### config.mk
export PLATFORM = sky130hd
export DESIGN_NAME = div_requester
export DESIGN_NICKNAME = d
export VERILOG_FILES = /design/src/rtl/div_requester.sv
export SDC_FILE = /design/constraint.sdc
export NUM_CORES = 1
export LEC_CHECK = 0
export CAP_MARGIN = 20
export CORE_ASPECT_RATIO = 2
export CORE_MARGIN = 10
export CORE_UTILIZATION = 40
export CTS_CLUSTER_DIAMETER = 150
export DETAILED_ROUTE_END_ITERATION = 8
export PLACE_DENSITY_LB_ADDON = 0.15
export SETUP_SLACK_MARGIN = 0.3
export SLEW_MARGIN = 30
export SYNTH_ARGS = -nofsm -noshare
export SYNTH_HDL_FRONTEND = slang
export SYNTH_SLANG_ARGS = --single-unit
### constraint.sdc
create_clock -name clk -period 4.75 [get_ports clk]
set_input_delay 0.95 -clock clk [delete_from_list [all_inputs] [get_ports clk]]
set_output_delay 0.95 -clock clk [all_outputs]
set_load 0.005 [all_outputs]
### src/rtl/div_requester.sv
// Initiator-side sequencer for the single-precision divider: takes one num/den pair,
// drives the divider's level start, and returns the quotient (or a zero/timeout result).
module div_requester #(
    parameter int unsigned TIMEOUT = 255,
    parameter int unsigned TW      = 16
) (
    input  logic        clk,
    input  logic        reset,
    input  logic        req_valid,
    output logic        req_ready,
    input  logic [31:0] num_in,
    input  logic [31:0] den_in,
    output logic        resp_valid,
    input  logic        resp_ready,
    output logic [31:0] quotient,
    output logic        div_by_zero,
    output logic        timeout_err,
    output logic        div_start,
    output logic [31:0] div_A,
    output logic [31:0] div_B,
    input  logic [31:0] div_result,
    input  logic        div_finish
);

    localparam logic [31:0] QuietNan = 32'h7FC0_0000;

    typedef enum logic [1:0] {StIdle, StIssueWait, StRelease, StResp} state_e;

    state_e        state_q, state_d;
    logic          req_ready_q, req_ready_d;
    logic          resp_valid_q, resp_valid_d;
    logic          div_start_q, div_start_d;
    logic [31:0]   quotient_q, quotient_d;
    logic [31:0]   div_a_q, div_a_d;
    logic [31:0]   div_b_q, div_b_d;
    logic          div_by_zero_q, div_by_zero_d;
    logic          timeout_err_q, timeout_err_d;
    logic [TW-1:0] cnt_q, cnt_d;

    logic          accept;
    logic          resp_fire;
    logic          den_zero;
    logic          finished;
    logic [TW-1:0] cnt_inc;
    logic          timed_out;

    assign accept    = req_valid && req_ready_q;
    assign resp_fire = resp_valid_q && resp_ready;
    assign den_zero  = (den_in[30:0] == 31'd0);
    // A finish only counts once our own start has actually been presented.
    assign finished  = div_start_q && div_finish;
    assign cnt_inc   = cnt_q + TW'(1);
    assign timed_out = (cnt_inc == TW'(TIMEOUT));

    always_ff @(posedge clk or posedge reset) begin
        if (reset) begin
            state_q       <= StIdle;
            req_ready_q   <= 1'b1;
            resp_valid_q  <= 1'b0;
            div_start_q   <= 1'b0;
            quotient_q    <= 32'd0;
            div_a_q       <= 32'd0;
            div_b_q       <= 32'd0;
            div_by_zero_q <= 1'b0;
            timeout_err_q <= 1'b0;
            cnt_q         <= '0;
        end else begin
            state_q       <= state_d;
            req_ready_q   <= req_ready_d;
            resp_valid_q  <= resp_valid_d;
            div_start_q   <= div_start_d;
            quotient_q    <= quotient_d;
            div_a_q       <= div_a_d;
            div_b_q       <= div_b_d;
            div_by_zero_q <= div_by_zero_d;
            timeout_err_q <= timeout_err_d;
            cnt_q         <= cnt_d;
        end
    end

    always_comb begin
        state_d = state_q;
        unique case (state_q)
            StIdle:      if (accept) state_d = den_zero ? StResp : StIssueWait;
            StIssueWait: if (finished || timed_out) state_d = StRelease;
            StRelease:   if (!div_finish && (!resp_valid_q || resp_ready)) state_d = StIdle;
            StResp:      if (resp_fire) state_d = StIdle;
            default:     state_d = StIdle;
        endcase
    end

    always_comb begin
        req_ready_d   = (state_d == StIdle);
        resp_valid_d  = resp_valid_q && !resp_ready;
        div_start_d   = 1'b0;
        quotient_d    = quotient_q;
        div_a_d       = div_a_q;
        div_b_d       = div_b_q;
        div_by_zero_d = div_by_zero_q;
        timeout_err_d = timeout_err_q;
        cnt_d         = cnt_q;
        unique case (state_q)
            StIdle: begin
                cnt_d = '0;
                if (accept) begin
                    div_a_d = num_in;
                    div_b_d = den_in;
                    if (den_zero) begin
                        quotient_d    = (num_in[30:0] == 31'd0) ? QuietNan :
                                        {num_in[31] ^ den_in[31], 8'hFF, 23'd0};
                        div_by_zero_d = 1'b1;
                        timeout_err_d = 1'b0;
                        resp_valid_d  = 1'b1;
                    end else begin
                        // Hold off the start while a stale finish is still up.
                        div_start_d = !div_finish;
                    end
                end
            end
            StIssueWait: begin
                cnt_d       = cnt_inc;
                div_start_d = div_start_q || !div_finish;
                if (finished) begin
                    quotient_d    = div_result;
                    div_by_zero_d = 1'b0;
                    timeout_err_d = 1'b0;
                    div_start_d   = 1'b0;
                    resp_valid_d  = 1'b1;
                end else if (timed_out) begin
                    quotient_d    = QuietNan;
                    div_by_zero_d = 1'b0;
                    timeout_err_d = 1'b1;
                    div_start_d   = 1'b0;
                    resp_valid_d  = 1'b1;
                end
            end
            StRelease, StResp: ;
            default: ;
        endcase
    end

    assign req_ready   = req_ready_q;
    assign resp_valid  = resp_valid_q;
    assign div_start   = div_start_q;
    assign quotient    = quotient_q;
    assign div_A       = div_a_q;
    assign div_B       = div_b_q;
    assign div_by_zero = div_by_zero_q;
    assign timeout_err = timeout_err_q;

endmodule

* Word-level counts from Yosys, hierarchy flattened
Index checks and enable logic that the tools add are counted.
Operators by class: divide/modulo/power cells 0, multipliers 0, reduce and logical (&&, ||, !) cells 18, add/subtract/negate cells 1, shift operators 0, mux-type cells 33, magnitude comparators 0, eq/ne operators 7, bitwise logic cells 1
Operator list (count):
- two-way mux 32 bit | 5
- one-hot mux 32 bit (2 select lines) | 1
- zero test 31 bit | 2
- one-hot mux 16 bit (2 select lines) | 1
- adder 16 x 1 -> 16 bit, second input constant | 1
- == test 16 x 8 -> 1 bit, second input constant | 1
- two-way mux 1 bit | 16
- two-way mux 2 bit | 5
- one-hot mux 1 bit (2 select lines) | 4
- one-hot mux 2 bit (4 select lines) | 1
- logical AND 1 bit | 5
- == test 2 bit, second input constant | 2
- zero test 2 bit | 2
- inequality test 2 bit, second input constant | 2
- AND reduction 4 bit | 1
- zero test 1 bit | 3
- logical OR 1 bit | 3
- inequality test 3 bit, second input constant | 1
- == test 2 x 1 -> 1 bit, second input constant | 1
- AND reduction 2 bit | 1
- nonzero test 2 bit | 1
- bitwise XOR 1 bit | 1
Word-level totals: ROM bits 0, memories kept 0, latch bits 0, input port bits 101, bits in writable memories 0, register bits after elaboration 119

* Logic depth before layout (Yosys ltp)
depth after elaboration 6, mapped depth 9, depth with buffers taken out 7

* Least setup slack after synthesis
OpenSTA, ideal clock, no wires.
path type input-to-reg, start point in den_in[3], end point reg quotient_q[31] (netlist: quotient[31]), data arrival time 2.343 ns, slack 2.279 ns, path buffers 0, setup time 0.128 ns, stages on the path 6, cell sequence nor4_1 > nand4_1 > or4_1 > nand2_1 > a21oi_1 > mux2_1
On the way: word-level cells in the longest chain between the ends 3
RTL lines:
- from (decl) | RTL line 12 | input logic [31:0] den_in,
- zero test 31 bit | RTL line 49 | assign den_zero = (den_in[30:0] == 31'd0);
- inequality test 2 bit (no line)
- AND reduction 4 bit (no line)
- to (signal assigned) | RTL line 72 | quotient_q <= quotient_d;
- to (decl) | RTL line 33 | logic [31:0] quotient_q, quotient_d;
Every way passes these cells. A chain may end at the register's enable or synchronous reset.

* Worst setup path in the final report
start point in den_in[0], end point reg quotient_q[16] (netlist: quotient[16])
Same word-level chain as after synthesis.

==> results.json <==
{
  "drtIter0Drc": 140,
  "post-dp-hpwl_um": 12900,
  "synth-seq-cells": 119,
  "routed_wl_um": 17000,
  "fmax_mhz": 323,
  "drv_cap": 0,
  "arrival_ns": 3.37,
  "num_io_pins": 202,
  "die_x_um": 102,
  "port-buffer-count": 201,
  "synth-simple-area-share": 0.148,
  "grt_usage": 0.185,
  "avgSynthCellArea_um2": 11.3,
  "cts.sinks": 119,
  "cp-start-kind": "primary input",
  "p_leak_nw": 3.32,
  "core_um2": 13100,
  "worst_slack_ns": 1.65,
  "seq_area_um2": 2980,
  "slew_headroom": 0.462,
  "grt_pass1_wl_um": 26400,
  "fin_worst_skew_ns": 0.0116,
  "muxShareOfSynthArea": 0.143,
  "start_util": 0.408,
  "critPathKind": "primary input to flip-flop",
  "multi_input_area_um2": 2230,
  "async_flop_share": 1.00,
  "worstSetupEndpointType": "flip-flop",
  "grt-ovfl-total": 0,
  "synthTopCellsByCount": "dfrtp_1, nand2_1, mux2_2, nor2_1, o21ai_2",
  "routedWlPerCell_um": 20.4,
  "syn_area_um2": 5330,
  "yosysTopAreaCell": "dfrtp_1",
  "grt_pass1_vias": 4871,
  "synth-xor-area-share": 0.00657,
  "h-tree-depth": 4,
  "via_per_inst": 5.32,
  "tns_ns": 0,
  "synthTopCellsByArea": "dfrtp_1, mux2_2, nand2_1",
  "synth.most_common_cell": "dfrtp_1",
  "synth-compound-area-share": 0.114,
  "drv_slew": 0,
  "num_vias": 4441,
  "ys.warnings.count": 0,
  "drtPass1Iterations": 4,
  "synth.top_cell.area_share": 0.554,
  "dpl_worst_slack_ns": 1.18,
  "ctsRootBufferMaster": "clkbuf_16",
  "drive_gt1_frac": 0.194,
  "syn2layout_area_growth_pct": 51.6,
  "cts_buffer_depth": 2,
  "n_fill_cell": 1071,
  "finalHoldViolations": 0,
  "cts_tree": "built",
  "clkLatencyLatePin_ns": 0.41,
  "cp.required_ns": 5.02,
  "clk_pin_slew_ns": 0.05,
  "gp_congestion": 0.840,
  "dieHeight_um": 183,
  "cts_buffers": 17,
  "synth_nets": 574,
  "tightest_slew_ns": 0.808,
  "synth.distinct_cells": 50,
  "pwr_density_cell_nw_per_um2": 586,
  "synth_top_family_by_area": "simple AND/OR/NAND/NOR gates",
  "yosys.area_share.adder": 0.00469,
  "grt_start_max_net_pins": 71,
  "rsz0062_at_grt": "false",
  "post_cts_buffers": 0,
  "synthFlopType": "dfrtp_1",
  "timing.final.crit_share": 0.653,
  "nNetsFinal": 774,
  "synth_edf_count": 0,
  "die_area_um2": 18600,
  "worst-path-max-fanout": 22,
  "period_minus_slack_ns": 3.10,
  "ant_nets": 0,
  "hold_buffers": 0,
  "antenna_found_initial": 1,
  "cts_resized": 0,
  "peakVddDrop_mv": 0.430,
  "hold_class": "flip-flop to flip-flop",
  "status": "finished, final reports clean",
  "drc": 0,
  "rows": 59,
  "finalSetupViolations": 0,
  "syn_inst": 471,
  "ys_seq_area_frac": 0.559
}
==> state kept, by name, summed over array words and instances, names as in the netlist <==
signal       flops
timeout_err      1
div_A           32
div_B           32
cnt_q           16
resp_valid       1
div_start        1
state_q          2
req_ready        1
quotient        32
div_by_zero      1
==> layer usage <==
| layer | track usage | up-vias | part of all wire |
|---|---|---|---|
| met4 | 0.0915 | 0 | 0.033 |
| met1 | 0.179 | 2174 | 0.34 |
| li1 | - | 2087 | - |
| met5 | 0 | - | 0 |
| met3 | 0.0693 | 30 | 0.077 |
| met2 | 0.331 | 150 | 0.55 |
==> stage by stage <==
step | util | cells | hold WS [ns] | cell area (µm²) | total power (W)
2_1_floorplan | - | 471 | 0.481 | 5330 | 0.00237
3_3_place_gp | 0.573 | 803 | 0.481 | 7480 | 0.00349
3_5_place_dp | 0.573 | 803 | 0.489 | 7480 | 0.00353
4_1_cts | 0.616 | 832 | 0.503 | 8050 | 0.00480
5_1_grt | 0.619 | 834 | 0.521 | 8080 | 0.00502
6_report | 0.619 | 834 | 0.495 | 8080 | 0.00474
==> final timing paths <==
kind / from / endpoint / slack [ns] / cells after the start
max: den_in[0] / quotient[16]$_DFFE_PP0P_ / 1.65 / 7
min: quotient[31]$_DFFE_PP0P_ / quotient[31]$_DFFE_PP0P_ / 0.50 / 1
max reg2reg: state_q[1]$_DFF_PP0_ / quotient[16]$_DFFE_PP0P_ / 2.06 / 5
min reg2reg: quotient[31]$_DFFE_PP0P_ / quotient[31]$_DFFE_PP0P_ / 0.50 / 1
max in group asynchronous: reset / req_ready$_DFF_PP1_ / 2.86 / 3
min in group asynchronous: reset / div_B[29]$_DFFE_PP0P_ / 1.03 / 2
==> report_power, final <==
| group | switching (W) | leakage [nW] | internal, W |
|---|---|---|---|
| combinational | 0.000629 | 1.58 | 0.00115 |
| clock | 0.000443 | 0.275 | 0.000800 |
| sequential | 0.000282 | 1.46 | 0.00144 |
==> kinds of logic (layout without fill, tap and decap cells) <==
logic type	after synthesis	in the layout
AO/OA/AOI/OAI	84	84
XOR/XNOR	4	4
adder cells (fa/ha/maj)	2	2
buffers and inverters	30	240
flip-flops	119	119
multiplexers	68	68
other	0	1
AND/OR/NAND/NOR	164	164
==> area by class of cell <==
type,count,share of cell area
repair buffers,208,0.259
well taps,152,0.0235
clock inverters,9,0.0127
inverters,3,0.00201
diodes,1,0.000310
flip-flops and latches,119,0.369
multi-input cells,322,0.276
clock buffers,20,0.0577
==> layout by cell type, fill, tap and decap left out, types with 2 or more instances in the layout <==
master / synthesis / layout
xnor2_1: 4 / 4
clkinv_2: 0 / 4
clkbuf_8: 0 / 3
mux2i_1: 2 / 2
nand2_1: 75 / 75
nor2_1: 23 / 21
o21ai_1: 2 / 2
nor2b_1: 7 / 7
bufinv_16: 0 / 2
nand2b_1: 2 / 2
and4_1: 2 / 2
o31ai_1: 7 / 7
mux2_2: 65 / 65
clkinvlp_4: 0 / 3
a21boi_0: 2 / 2
o21ai_2: 20 / 20
a21o_1: 6 / 6
buf_4: 0 / 5
o41ai_1: 2 / 2
nand4_1: 10 / 10
clkdlybuf4s50_1: 0 / 201
clkbuf_16: 0 / 17
dfrtp_1: 118 / 118
nand3b_1: 2 / 2
nand3_1: 12 / 12
nor4_1: 14 / 14
or2_2: 3 / 3
o21a_1: 2 / 2
and3_1: 3 / 3
a31oi_1: 10 / 10
o21ai_0: 19 / 19
ha_1: 2 / 2
nor3_1: 3 / 3
a21oi_1: 5 / 5
inv_1: 3 / 2
or4_1: 2 / 2
==> worst max-delay path: stages <==
cell and delay, ns:
clkdlybuf4s50_1 0.44, nor4_1 0.35, nand4_1 0.20, or4_1 0.79, o41ai_4 0.12, buf_4 0.39, o21ai_1 0.12
No activity file was read; power rests on OpenSTA's default activity.
